==> src/rtl/paddle_pkg.sv <==
// Shared pong constants and the paddle FSM state encoding.
// Used by paddle and btn_debounce.
package paddle_pkg;

    localparam int H_ACTIVE = 640;
    localparam int V_ACTIVE = 480;

    typedef enum logic [1:0] {
        PADDLE_IDLE = 2'd0,
        PADDLE_UP   = 2'd1,
        PADDLE_DOWN = 2'd2
    } paddle_state_e;

    // Exactly one button selects a direction; none or both mean stand still.
    function automatic paddle_state_e next_dir(input logic up, input logic down);
        paddle_state_e dir;
        case ({up, down})
            2'b10:   dir = PADDLE_UP;
            2'b01:   dir = PADDLE_DOWN;
            default: dir = PADDLE_IDLE;
        endcase
        return dir;
    endfunction

endpackage

==> src/rtl/paddle_btn_debounce.sv <==
// Button conditioning: 2-FF synchronizer followed by a debounce counter.
// The level flips only after 2**DEBOUNCE_BITS consecutive differing cycles.
module btn_debounce
    import paddle_pkg::*;
#(
    parameter int DEBOUNCE_BITS = 16
) (
    input  logic clk,
    input  logic rst,
    input  logic btn,
    output logic level
);

    logic                     sync1_q, sync1_d;
    logic                     sync2_q, sync2_d;
    logic                     level_q, level_d;
    logic [DEBOUNCE_BITS-1:0] cnt_q, cnt_d;

    // Synchronizer stages and debounce counter next-state.
    always_comb begin
        sync1_d = btn;
        sync2_d = sync1_q;
        level_d = level_q;
        cnt_d   = '0;
        if (sync2_q != level_q) begin
            if (cnt_q == {DEBOUNCE_BITS{1'b1}}) begin
                level_d = sync2_q;
                cnt_d   = '0;
            end else begin
                level_d = level_q;
                cnt_d   = cnt_q + {{(DEBOUNCE_BITS-1){1'b0}}, 1'b1};
            end
        end else begin
            level_d = level_q;
            cnt_d   = '0;
        end
    end

    // State registers.
    always_ff @(posedge clk or posedge rst) begin
        if (rst) begin
            sync1_q <= 1'b0;
            sync2_q <= 1'b0;
            level_q <= 1'b0;
            cnt_q   <= '0;
        end else begin
            sync1_q <= sync1_d;
            sync2_q <= sync2_d;
            level_q <= level_d;
            cnt_q   <= cnt_d;
        end
    end

    assign level = level_q;

endmodule

==> src/rtl/paddle.sv <==
// Player paddle: per-frame movement FSM, position clamp and registered hit test.
// Optional macro PADDLE_ACCEL_EN enables the speed ramp; otherwise speed is SPEED_MAX.
module paddle #(
    parameter int X_POS         = 16,
    parameter int WIDTH         = 8,
    parameter int HEIGHT        = 80,
    parameter int V_ACTIVE      = paddle_pkg::V_ACTIVE,
    parameter int SPEED_MAX     = 8,
    parameter int DEBOUNCE_BITS = 16
) (
    input  logic        clk,
    input  logic        rst,
    input  logic [10:0] hcount,
    input  logic [10:0] vcount,
    input  logic        vblank,
    input  logic        btn_up,
    input  logic        btn_down,
    output logic        pixel_valid,
    output logic [10:0] paddle_top
);

    import paddle_pkg::*;

    localparam int                 SPW      = $clog2(SPEED_MAX + 1);
    localparam logic [10:0]        TOP_RST  = 11'((V_ACTIVE - HEIGHT) / 2);
    localparam logic signed [11:0] LIMIT_S  = 12'(V_ACTIVE - HEIGHT);
    localparam logic [SPW-1:0]     SPEED_MX = SPW'(SPEED_MAX);

    logic          up_lvl_s, down_lvl_s;
    logic          vblank_q, vblank_d;
    logic          tick_q, tick_d;
    paddle_state_e state_q, state_d;
    logic [10:0]   top_q, top_d;
    logic          pixel_valid_q, pixel_valid_d;
    logic [SPW-1:0] speed_move_s;
    logic signed [11:0] top_ext_s, step_s, up_pos_s, down_pos_s;
    logic          h_in_s, v_in_s;

    btn_debounce #(.DEBOUNCE_BITS(DEBOUNCE_BITS)) u_db_up (
        .clk(clk), .rst(rst), .btn(btn_up), .level(up_lvl_s)
    );

    btn_debounce #(.DEBOUNCE_BITS(DEBOUNCE_BITS)) u_db_down (
        .clk(clk), .rst(rst), .btn(btn_down), .level(down_lvl_s)
    );

`ifdef PADDLE_ACCEL_EN
    logic [SPW-1:0] speed_q, speed_d;

    // Speed ramp: restarts at 1 on entry or reversal, saturates at SPEED_MAX.
    always_comb begin
        speed_d = speed_q;
        if (tick_q) begin
            case (state_d)
                PADDLE_UP, PADDLE_DOWN: begin
                    if (state_d != state_q) begin
                        speed_d = {{(SPW-1){1'b0}}, 1'b1};
                    end else if (speed_q >= SPEED_MX) begin
                        speed_d = SPEED_MX;
                    end else begin
                        speed_d = speed_q + {{(SPW-1){1'b0}}, 1'b1};
                    end
                end
                default: speed_d = '0;
            endcase
        end else begin
            speed_d = speed_q;
        end
        speed_move_s = speed_d;
    end

    // Speed register.
    always_ff @(posedge clk or posedge rst) begin
        if (rst) begin
            speed_q <= '0;
        end else begin
            speed_q <= speed_d;
        end
    end
`else
    // Constant speed whenever a direction is selected.
    always_comb begin
        speed_move_s = '0;
        if (state_d == PADDLE_IDLE) begin
            speed_move_s = '0;
        end else begin
            speed_move_s = SPEED_MX;
        end
    end
`endif

    // Frame tick, direction FSM and clamped position update.
    always_comb begin
        vblank_d   = vblank;
        tick_d     = vblank & ~vblank_q;
        state_d    = state_q;
        top_d      = top_q;
        top_ext_s  = $signed({1'b0, top_q});
        step_s     = $signed(12'(speed_move_s));
        up_pos_s   = top_ext_s - step_s;
        down_pos_s = top_ext_s + step_s;
        if (tick_q) begin
            state_d = next_dir(up_lvl_s, down_lvl_s);
            case (state_d)
                PADDLE_UP: begin
                    if (up_pos_s < 12'sd0) begin
                        top_d = 11'd0;
                    end else begin
                        top_d = up_pos_s[10:0];
                    end
                end
                PADDLE_DOWN: begin
                    if (down_pos_s > LIMIT_S) begin
                        top_d = LIMIT_S[10:0];
                    end else begin
                        top_d = down_pos_s[10:0];
                    end
                end
                default: top_d = top_q;
            endcase
        end else begin
            state_d = state_q;
            top_d   = top_q;
        end
    end

    // Hit test against the current pixel; registered for one cycle of latency.
    always_comb begin
        h_in_s = ({1'b0, hcount} >= 12'(X_POS)) && ({1'b0, hcount} < 12'(X_POS + WIDTH));
        v_in_s = ({1'b0, vcount} >= {1'b0, top_q}) &&
                 ({1'b0, vcount} < ({1'b0, top_q} + 12'(HEIGHT)));
        if (h_in_s && v_in_s) begin
            pixel_valid_d = 1'b1;
        end else begin
            pixel_valid_d = 1'b0;
        end
    end

    // State registers.
    always_ff @(posedge clk or posedge rst) begin
        if (rst) begin
            vblank_q      <= 1'b0;
            tick_q        <= 1'b0;
            state_q       <= PADDLE_IDLE;
            top_q         <= TOP_RST;
            pixel_valid_q <= 1'b0;
        end else begin
            vblank_q      <= vblank_d;
            tick_q        <= tick_d;
            state_q       <= state_d;
            top_q         <= top_d;
            pixel_valid_q <= pixel_valid_d;
        end
    end

    assign pixel_valid = pixel_valid_q;
    assign paddle_top  = top_q;

endmodule
==> config.mk <==
export PLATFORM = sky130hd
export DESIGN_NAME = paddle
export DESIGN_NICKNAME = d
export VERILOG_FILES = /design/src/rtl/paddle_pkg.sv /design/src/rtl/paddle_btn_debounce.sv /design/src/rtl/paddle.sv
export SDC_FILE = /design/constraint.sdc
export NUM_CORES = 1
export LEC_CHECK = 0
export ABC_AREA = 0
export CORE_UTILIZATION = 50
export DETAILED_ROUTE_END_ITERATION = 10
export PLACE_DENSITY = 0.76
export SLEW_MARGIN = 20
export SYNTH_ARGS = -nofsm -noshare
export SYNTH_HDL_FRONTEND = slang
export SYNTH_SLANG_ARGS = --single-unit
==> constraint.sdc <==
create_clock -name clk -period 2.8 [get_ports clk]
set_clock_uncertainty 0.2 [all_clocks]
set_input_delay 0.56 -clock clk [delete_from_list [all_inputs] [get_ports clk]]
set_output_delay 0.56 -clock clk [all_outputs]
set_load 0.01 [all_outputs]
# Word level (Yosys, flattened, before mapping)
# Cells that the tools add are included.
[word_totals] ff_bits=54 latchBits=0 mem_bits_rw=0 rom_bits=0 inputBits=27 out_inout_bits=12 n_memories=0
[op_classes] add_sub_neg=5 multipliers=0 div=0 magnitude_cmp=6 eq_ne=8 shift=0 n_mux=12 n_bitwise=2 reduce_logical=8
[ops] operator="2-to-1 mux 16 bit" count=4
[ops] operator="adder 16 x 1 -> 16 bit (second input constant)" count=2
[ops] operator="== test 16 bit (second input constant)" count=2
[ops] operator="2-to-1 mux 11 bit" count=2
[ops] operator="one-hot mux 11 bit (2 select lines)" count=1
[ops] operator="adder 11 x 4 -> 12 bit" count=1
[ops] operator="adder 11 x 7 -> 12 bit (second input constant)" count=1
[ops] operator="> comparator 12 x 10 -> 1 bit (second input constant)" count=1
[ops] operator="< comparator 11 x 12 -> 1 bit" count=1
[ops] operator="< comparator 12 x 1 -> 1 bit (second input constant)" count=1
[ops] operator="subtractor 11 x 4 -> 12 bit" count=1
[ops] operator="greater-or-equal comparator 11 bit" count=1
[ops] operator="greater-or-equal comparator 11 x 5 -> 1 bit (second input constant)" count=1
[ops] operator="< comparator 11 x 5 -> 1 bit (second input constant)" count=1
[ops] operator="AND reduction 2 bit" count=3
[ops] operator="== test 2 x 1 -> 1 bit (second input constant)" count=2
[ops] operator="== test 2 bit (second input constant)" count=2
[ops] operator="2-to-1 mux 2 bit" count=2
[ops] operator="2-to-1 mux 4 bit" count=1
[ops] operator="one-hot mux 2 bit (2 select lines)" count=1
[ops] operator="logical AND 1 bit" count=3
[ops] operator="zero test 2 bit" count=1
[ops] operator="!= test 1 bit" count=2
[ops] operator="nonzero test 2 bit" count=1
[ops] operator="other kinds (3)" count=3

# Logic depth before layout (Yosys ltp)
# Gate-level depths: netlist of the first run.
[depth] ltp_word=10 ltp_mapped=12 depth_no_buf=12

# Cells and area by module
# A second synthesis of the first run with hierarchy kept.
[unflattened] cells_unflattened=341 hier_area_um2=3243.1
[by_module_without_submodules] module="btn_debounce" instances=2 cells_each=86 area_each_um2=874.6 seq_area_each_um2=475.5
[by_module_without_submodules] module="paddle" instances=1 cells_each=169 area_each_um2=1493.9 seq_area_each_um2=329.1

# Worst setup path before layout of the first run
# No wires, ideal clock.
[synth_path] path_type="reg-to-reg" startpoint="reg u_db_down.level_q (netlist: u_db_down.level)" endpoint="reg top_q[3] (netlist: paddle_top[3])" setup_time_ns=0.087 t_arrival_ns=2.613 required_time_ns=2.513 slack_ns=-0.100 path_stages_with_launch=11 path_buffers=0 cell_sequence="dfrtp_1 > ha_1 > mux2_2 > or2_2 > ha_1 > ha_1 > and3_1 > xnor2_1 > o31a_1 > a211oi_1 > o31ai_1"
[synth_between] elab_chain_cells=10 elab_cells_between_ends=18
[synth_lines] element="start, declared" line_no="paddle_btn_debounce.sv:16" source="logic level_q, level_d;"
[synth_lines] element="start signal, assigned" line_no="paddle_btn_debounce.sv:49" source="level_q <= level_d;"
[synth_lines] element="== test 2 x 1 -> 1 bit / == test 2 bit (equally long branches)" line_no="paddle_pkg.sv:17" source="case ({up, down})"
[synth_lines] element="one-hot mux 2 bit (2 select lines) (*)" line_no="paddle_pkg.sv:17"
[synth_lines] element="2-to-1 mux 2 bit (*) (2 in series)" line_no="paddle.sv:102" source="if (tick_q) begin"
[synth_lines] element="named net state_d[1]" line_no="paddle.sv:32" source="paddle_state_e state_q, state_d;"
[synth_lines] element="zero test 2 bit (*)" line_no="paddle.sv:84" source="if (state_d == PADDLE_IDLE) begin"
[synth_lines] element="2-to-1 mux 4 bit (*)" line_no="paddle.sv:84"
[synth_lines] element="adder 11 x 4 -> 12 bit / subtractor 11 x 4 -> 12 bit (equally long branches)" line_no="paddle.sv:101, paddle.sv:100"
[synth_lines] element="> comparator 12 x 10 -> 1 bit / < comparator 12 x 1 -> 1 bit (equally long branches)" line_no="paddle.sv:113, paddle.sv:106"
[synth_lines] element="2-to-1 mux 11 bit, on equally long branches" line_no="paddle.sv:113, paddle.sv:106"
[synth_lines] element="one-hot mux 11 bit (2 select lines) (*)" line_no="paddle.sv:104" source="case (state_d)"
[synth_lines] element="end signal, assigned" line_no="paddle.sv:151" source="top_q <= top_d;"
[synth_lines] element="end, declared" line_no="paddle.sv:33" source="logic [10:0] top_q, top_d;"
# Mark *: on every way through the listed nets, which the timed path passes. The rest lies on a longest branch. The select of a mux whose other input is x is not followed.
# A chain may end at the register's enable or synchronous reset.

# Worst setup path after layout of the first run
[layout_path] startpoint="reg u_db_down.level_q (netlist: u_db_down.level)" endpoint="reg top_q[7] (netlist: paddle_top[7])"
# The elaborated chain is that of the path after synthesis.

==> results of run 1 <==
[final timing paths]
path | endpoint | cells after the start | startpoint
worst max-delay path | paddle_top[7] | 12 | u_db_down.level
worst min-delay path | u_db_up.sync2_q | 0 | u_db_up.sync1_q
worst max register to register | paddle_top[7] | 12 | u_db_down.level
worst min register to register | u_db_up.sync2_q | 0 | u_db_up.sync1_q
max in group asynchronous | paddle_top[7] | 3 | rst
min in group asynchronous | u_db_down.sync1_q | 2 | rst
[per-layer routing]
metal | GRT usage | vias up | part of all wire
li1 | - | 1263 | -
met1 | 0.262 | 1242 | 0.45
met2 | 0.379 | 59 | 0.50
met3 | 0.0326 | 8 | 0.035
met4 | 0.0786 | 0 | 0.012
met5 | 0 | - | 0
[flip-flops by register name, indices dropped and copies added, names as in the netlist]
| register | cells |
|---|---|
| u_db_down.sync1_q | 1 |
| u_db_down.level | 1 |
| paddle_top | 8 |
| u_db_up.level | 1 |
| u_db_up.sync1_q | 1 |
| tick_q | 1 |
| state_q | 2 |
| u_db_up.sync2_q | 1 |
| pixel_valid | 1 |
| u_db_down.sync2_q | 1 |
| u_db_down.cnt_q | 16 |
| u_db_up.cnt_q | 16 |
| vblank_q | 1 |
[Yosys cell counts (2+ instances only)]
library cell	n	area (µm²)
o211a_1	2	20.0
a32oi_1	2	17.5
nor4_1	2	12.5
o21a_1	2	15.0
nor2b_1	3	18.8
a211oi_1	2	15.0
nor3_1	6	30.0
o211ai_1	2	15.0
a21o_1	2	15.0
and3_1	11	68.8
dfstp_2	3	78.8
nand4_1	8	50.1
clkbuf_1	3	11.3
xor2_1	20	175
nand3_1	16	80.1
a21oi_1	7	35.0
nand2b_1	2	12.5
mux2_2	2	22.5
and4_1	4	35.0
o21ai_0	17	85.1
nand2_1	20	75.1
buf_4	5	37.5
or2_2	3	18.8
xnor2_1	19	166
dfrtp_1	48	1200
nor2_1	50	188
inv_1	15	56.3
a31oi_1	2	12.5
o22ai_1	2	12.5
ha_1	26	325
buf_2	4	20.0
[power groups by stage]
| stage | Sequential, mW | Clock (mW) | Combinational (mW) |
|---|---|---|---|
| 6_report | 0.759 | 0.521 | 0.0968 |
| 4_1_cts | 0.759 | 0.533 | 0.0993 |
| 3_3_place_gp | 0.773 | 0 | 0.0944 |
| 3_5_place_dp | 0.773 | 0 | 0.0986 |
| 2_1_floorplan | 0.771 | 0 | 0.0559 |
| 5_1_grt | 0.761 | 0.565 | 0.111 |
[cells in the final DEF (no fill, tap or decap), types with 6 or more instances in the layout]
cell type / instances
nand4_1: 8
clkdlybuf4s50_1: 29
a21oi_1: 6
xor2_1: 20
nor2_1: 50
o21ai_0: 15
inv_1: 12
nand3_1: 16
buf_4: 27
and3_1: 9
dfrtp_1: 48
nand2_1: 20
xnor2_1: 18
ha_1: 20
clkbuf_8: 6
[timing repair]
| action | in CTS | in global routing |
|---|---|---|
| hold buffers | 0 | 0 |
| resized for setup | 18 | 8 |
| pin swaps | 11 | 8 |
| buffers inserted | 5 | 2 |
| endpoints found under the setup margin | 6 | 6 |
[stage by stage]
| stage | util | total power [mW] | setup TNS, ns |
|---|---|---|---|
| after floorplan | - | 0.826 | 0 |
| after global placement | 0.609 | 0.867 | -0.241 |
| after detailed placement | 0.609 | 0.872 | -0.454 |
| after CTS | 0.651 | 1.39 | -0.0529 |
| after global routing | 0.658 | 1.44 | -0.493 |
| final | 0.658 | 1.38 | -0.0489 |
[final cells by class]
type                    instances  area, µm²  area share
clock buffers                   6       82.6      0.0211
flip-flops and latches         51       1280       0.327
well taps                      75       93.8      0.0239
multi-input cells             256       1840       0.470
clock inverters                 2       35.0     0.00894
repair buffers                 58        524       0.134
inverters                      16       60.1      0.0153
[critical path: cells and delay by family, from the launching register on]
family          cells  cell delay, ns
compound gates      2            0.45
simple gates        3            0.59
buf+inv             2            0.21
xor+xnor            1            0.15
fa+ha+maj           3            0.54
mux                 1            0.26
flops               1            0.39
[kinds of logic after synthesis]
logic type,share of synthesized area
buffers and inverters,0.0413
multiplexers,0.0104
AO/OA/AOI/OAI,0.109
other,0.00120
adder cells (fa/ha/maj),0.104
XOR/XNOR,0.109
AND/OR/NAND/NOR,0.214
flip-flops,0.410
==> summary.md, run 1 <==
| Metric | Value |
|---|---|
| Setup slack, reg-to-reg | -0.04 ns |
| Fill cell count | 477 |
| Die area | around 6600 µm² |
| Largest net degree at the start of global routing | 31 |
| Failing checks | setup timing |
| Slew Viols, Final | 0 |
| Critical Path Most Common Cell | ha_4 |
| Setup WS post-layout | -0.0441 ns |
| Worst-path clk slew | 0.09 ns |
| Sw Share | 0.212 |
| CP max stage delay | 0.39 ns |
| Number of global-route vias before repair | 2515 |
| Fmax | 0.352 GHz |
| Sw Pwr | just under 0.3 mW |
| Die width | 81.0 µm |
| Die Y | 81.0 µm |
| Crit. End Element | register |
| Non-Filler Instances | 464 |
| Max clock buf depth | 2 |
| H-tree Lvls | 2 |
| P per Cell Area | 351 nW/µm² |
| RSZ-0062 raised after global routing | yes |
| GRT Resource Usage Total | 0.214 |
| P_int | 1.09 mW |
| WS Path Type | register to register |
| Initial antenna violation count | 0 |
| Core Box Area | 5960 µm² |
| Clk_lat worst skew | 0.30 ns |
| Area growth, synth to finish | 25.6% |
| CTS sink cnt | 51 |
| Initial Util | 0.524 |
| Ys flop type | dfrtp_1 |
| Warning count from the yosys run | 0 |
| Synthesized area | 3120 µm² |
| Logic pwr share | 0.070 |
| Drt total wl | 6580 µm |
| Row count | 28 |
| Avg Inst Size Synth | 9.37 µm² |
| # DRC | 0 |
| Net count, final | 441 |
| Seq/Total Area, Yosys | 0.410 |
| Root Buffer | clkbuf_8 |
| Total CTS buffers | 5 |
| Worst vdd ir | about 260 µV |
| Critical-path top delay cell | dfrtp_1 |
| CTS tree | built |
| Final Wtd Congestion | 0.863 |
| Crit start category | register |
| DRT Pass-1 Iters | 4 |
| Setup Viol. Count Final | 2 |
| CP arrival | 2.89 ns |
| Static Leak | 1.72 nW |
| Clk pwr share | 0.379 |
| Hold Fails Final Rpt | 0 |
| Post-synth EDFFs | 0 |
| #FFs+latches synth | 51 |
| Avg Vias per Cell | 5.54 |
| Max-cap violation count | 0 |
| Min Tclk post-route | 2.84 ns |
| Routed Antenna Nets | 0 |
| Port Buffers | 29 |
| Final HPWL DP | 4660 µm |
| Placed inst area | 3630 µm² |
| Worst slack at placement | -0.109 ns |
| Synth cell types | 54 |
| Hold WS | 0.163 ns |
| Share of cells above drive strength 1 | 0.180 |
| Number of diodes | 0 |
| Cells after DPL | 449 |
| Ys async rst share | 1.00 |
| Tcrit/Tclk final | 1.02 |
| CP cell instances | inv_2, ha_2, mux2_4, or2_4, ha_4, ha_4, and3_4, xnor2_2, o31a_1, buf_4, nor3b_2, o22a_1 |
| Post-Syn Instances | 333 |
| Top Ports | 39 |
| Per-cell routed wire length | 14.2 µm |
| Required time worst endpoint | approximately 2.8 ns |
| Via count | around 2600 |
| Final Cell Area | slightly below 4000 µm² |
| Global-route wire length before repair | 10900 µm |
| Drt initial violations | 164 |
| Worst hold path type | register to register |
| CP max FO | 4 |
| GRT overflow | 0 |
| Seq pwr share | 0.551 |
| Status | finished with violations |
Note: power is estimated with default switching activity, not from simulation.
==> inputs of run 2 (changes only) <==
CORE_UTILIZATION = 25   (was 50)
PLACE_DENSITY = not set   (was 0.76)
==> run 2 against run 1 <==
The run now ends clean. Clock power increased by 17%. Cell area increased by 5.2%. Clock-buffer cell count unchanged. Via count increased by 2.3%. Hold slack got worse by 0.0093 ns.
==> summary.md, run 2 (synthesis results as in run 1) <==
| Metric | Value |
|---|---|
| DRT Pass-1 Iters | 4 (unchanged) |
| Die area | 12900 µm² (+97%) |
| Number of diodes | 0 (unchanged) |
| Crit. End Element | register |
| Most common cell after layout, fill and taps aside | nor2_1 |
| Sum of negative setup slack | 0 ns (+0.0489 ns) |
| Drt total wl | 6920 µm (+5.1%) |
| Tcrit/Tclk final | 0.997 (-0.0187) |
| Critical-path top delay cell | dfrtp_1 |
| Core Box Area | 12100 µm² (+100%) |
| Required time worst endpoint | 2.82 ns (-0.02 ns) |
| Min Tclk post-route | 2.79 ns (-0.0523 ns) |
| CP Launch Point | u_db_up.level |
| P per Cell Area | 355 nW/µm² (+1.0%) |
| Area growth, synth to finish | 32.1% |
| GRT overflow | 0 (unchanged) |
| RSZ-0062 raised after global routing | yes |
| CTS sink cnt | 51 (unchanged) |
| Setup Viol. Count Final | 0 (-2) |
| Net count, final | 451 (+2.3%) |
| Final Wtd Congestion | 0.802 (-7.1%) |
| Non-Filler Instances | 567 (+22%) |
| Initial Util | 0.258 (-0.266) |
| Critical Path Most Common Cell | ha_4 |
| Final Cell Area | 4120 µm² (+5.2%) |
| Share of cells above drive strength 1 | 0.198 (+0.0180) |
| Top Ports | 39 (unchanged) |
| Root Buffer | clkbuf_16 |
| Global-route wire length before repair | 11800 µm (+8.6%) |
| Routed Antenna Nets | 0 (unchanged) |
| Hold path startpoint | u_db_down.sync1_q |
| Reg-to-Reg Start | u_db_up.level |
| Worst slack at placement | -0.137 ns (-0.0282 ns) |
| Initial antenna violation count | 0 (unchanged) |
| Cells after DPL | 540 (+20%) |
| Fmax | 0.358 GHz (+1.9%) |
| Cell family with most CP delay | simple AND/OR/NAND/NOR gates |
| # DRC | 0 (unchanged) |
| Drt initial violations | 146 (-11%) |
| Worst-path clk slew | 0.07 ns (-0.02 ns) |
| GRT Resource Usage Total | 0.114 (-0.101) |
| Slew headroom | 0.574 |
| WS Path Type | register to register |
| Total CTS buffers | 5 (unchanged) |
| CTS tree | built |
| H-tree Lvls | 2 (unchanged) |
| Avg Vias per Cell | 4.64 (-16%) |
| Slew Viols, Final | 0 (unchanged) |
| Largest net degree at the start of global routing | 52 (+68%) |
| Worst hold path type | register to register |
| Port Buffers | 29 (unchanged) |
| Hold Fails Final Rpt | 0 (unchanged) |
| Worst vdd ir | 353 µV (+36%) |
| DR top layer | met4 |
| CP max stage delay | 0.42 ns (+0.03 ns) |
| Static Leak | 1.77 nW (+2.8%) |
| CP max FO | 5 (+1) |
| Worst Tran Pin Value | 0.639 ns |
| Placed inst area | 3720 µm² (+2.4%) |
| Row count | 40 (+43%) |
| Crit start category | register |
| M1 wire length | 3320 µm (+13%) |
| Die width | 114 µm (+40%) |
| Status | complete, no violations |
| Die Y | 114 µm (+40%) |
| Clk_lat worst skew | 0.29 ns (about the same) |
| Setup WS post-layout | 0.00817 ns (+0.0523 ns) |
| Max-cap violation count | 0 (unchanged) |
| Max clock buf depth | 2 (unchanged) |
| Per-cell routed wire length | 12.2 µm (-14%) |
| Metal2 WL | 3180 µm (-4.3%) |
| Number of global-route vias before repair | 2566 (+2.0%) |
| Final HPWL DP | 4780 µm (+2.7%) |
| CP cell instances | inv_2, ha_2, mux2_4, or2_4, ha_4, ha_4, or3b_4, nor3_4, nor2_4, a211oi_2, a2bb2oi_1, o22a_1 |
| Buf/Inv on CP | 1 (-1) |
| Most frequent cells in the layout | nor2_1 (50), dfrtp_1 (48), buf_4 (39) |
| Via count | 2630 (+2.3%) |
| Met3 routed WL | 297 µm (+30%) |
| CP arrival | 2.81 ns (-0.08 ns) |
-- run 2: changes by cell type in the layout (fill, tap and decap cells not counted), moves of 2 or more --
cell and delta:
clkbuf_8 -6, clkinv_4 +2, buf_4 +12, clkbuf_16 +5
-- run 2: final cells by class --
type                            count  area (µm²)
Fill cell                        1255        7990
Multi-Input combinational cell    256        1840
Sequential cell                    51        1280
Timing Repair Buffer               68         583
Tap cell                          168         210
Clock buffer                        6         129
Inverter                           16        60.1
Clock inverter                      2        17.5
-- run 2: stage by stage --
| step | util | power (mW) | hold WS, ns |
|---|---|---|---|
| after CTS | 0.338 | 1.49 | 0.156 |
| after detailed placement | 0.307 | 0.868 | 0.140 |
| final | 0.340 | 1.46 | 0.154 |
| after global placement | 0.307 | 0.866 | 0.136 |
| after floorplan | - | 0.826 | 0.131 |
| after global routing | 0.340 | 1.53 | 0.167 |
-- run 2: metal layers --
metal / vias up / track usage
li1: 1283 / -
met3: 13 / 0.0244
met5: - / 0
met1: 1262 / 0.148
met2: 72 / 0.188
met4: 0 / 0.0333
-- run 2: what timing repair did --
action | CTS | global route
pin swaps | 13 | 5
gates cloned | 0 | 0
buffers inserted | 17 | 2
gates resized for setup | 21 | 4
endpoints found under the setup margin | 6 | 7
hold buffers | 0 | 0
-- run 2: power by group --
group | internal (mW) | switching [mW] | total [mW] | leakage (nW)
sequential | 0.748 | 0.0114 | 0.759 | 0.684
clock | 0.335 | 0.276 | 0.611 | 0.0710
combinational | 0.0470 | 0.0464 | 0.0934 | 1.01
-- run 2: path summary, 6_finish.rpt --
check,to,slack [ns],cells past startpoint
max reg2reg,paddle_top[7],0.008,12
max in group asynchronous,paddle_top[8],1.42,3
max,paddle_top[7],0.008,12
min reg2reg,u_db_down.sync2_q,0.15,0
min,u_db_down.sync2_q,0.15,0
min in group asynchronous,u_db_down.cnt_q[0],0.55,3
==> inputs of run 3 (changes only) <==
SLEW_MARGIN = not set   (was 20)
==> results of run 3 <==
No change in the layout: final DEF, timing and power equal those of run 2.
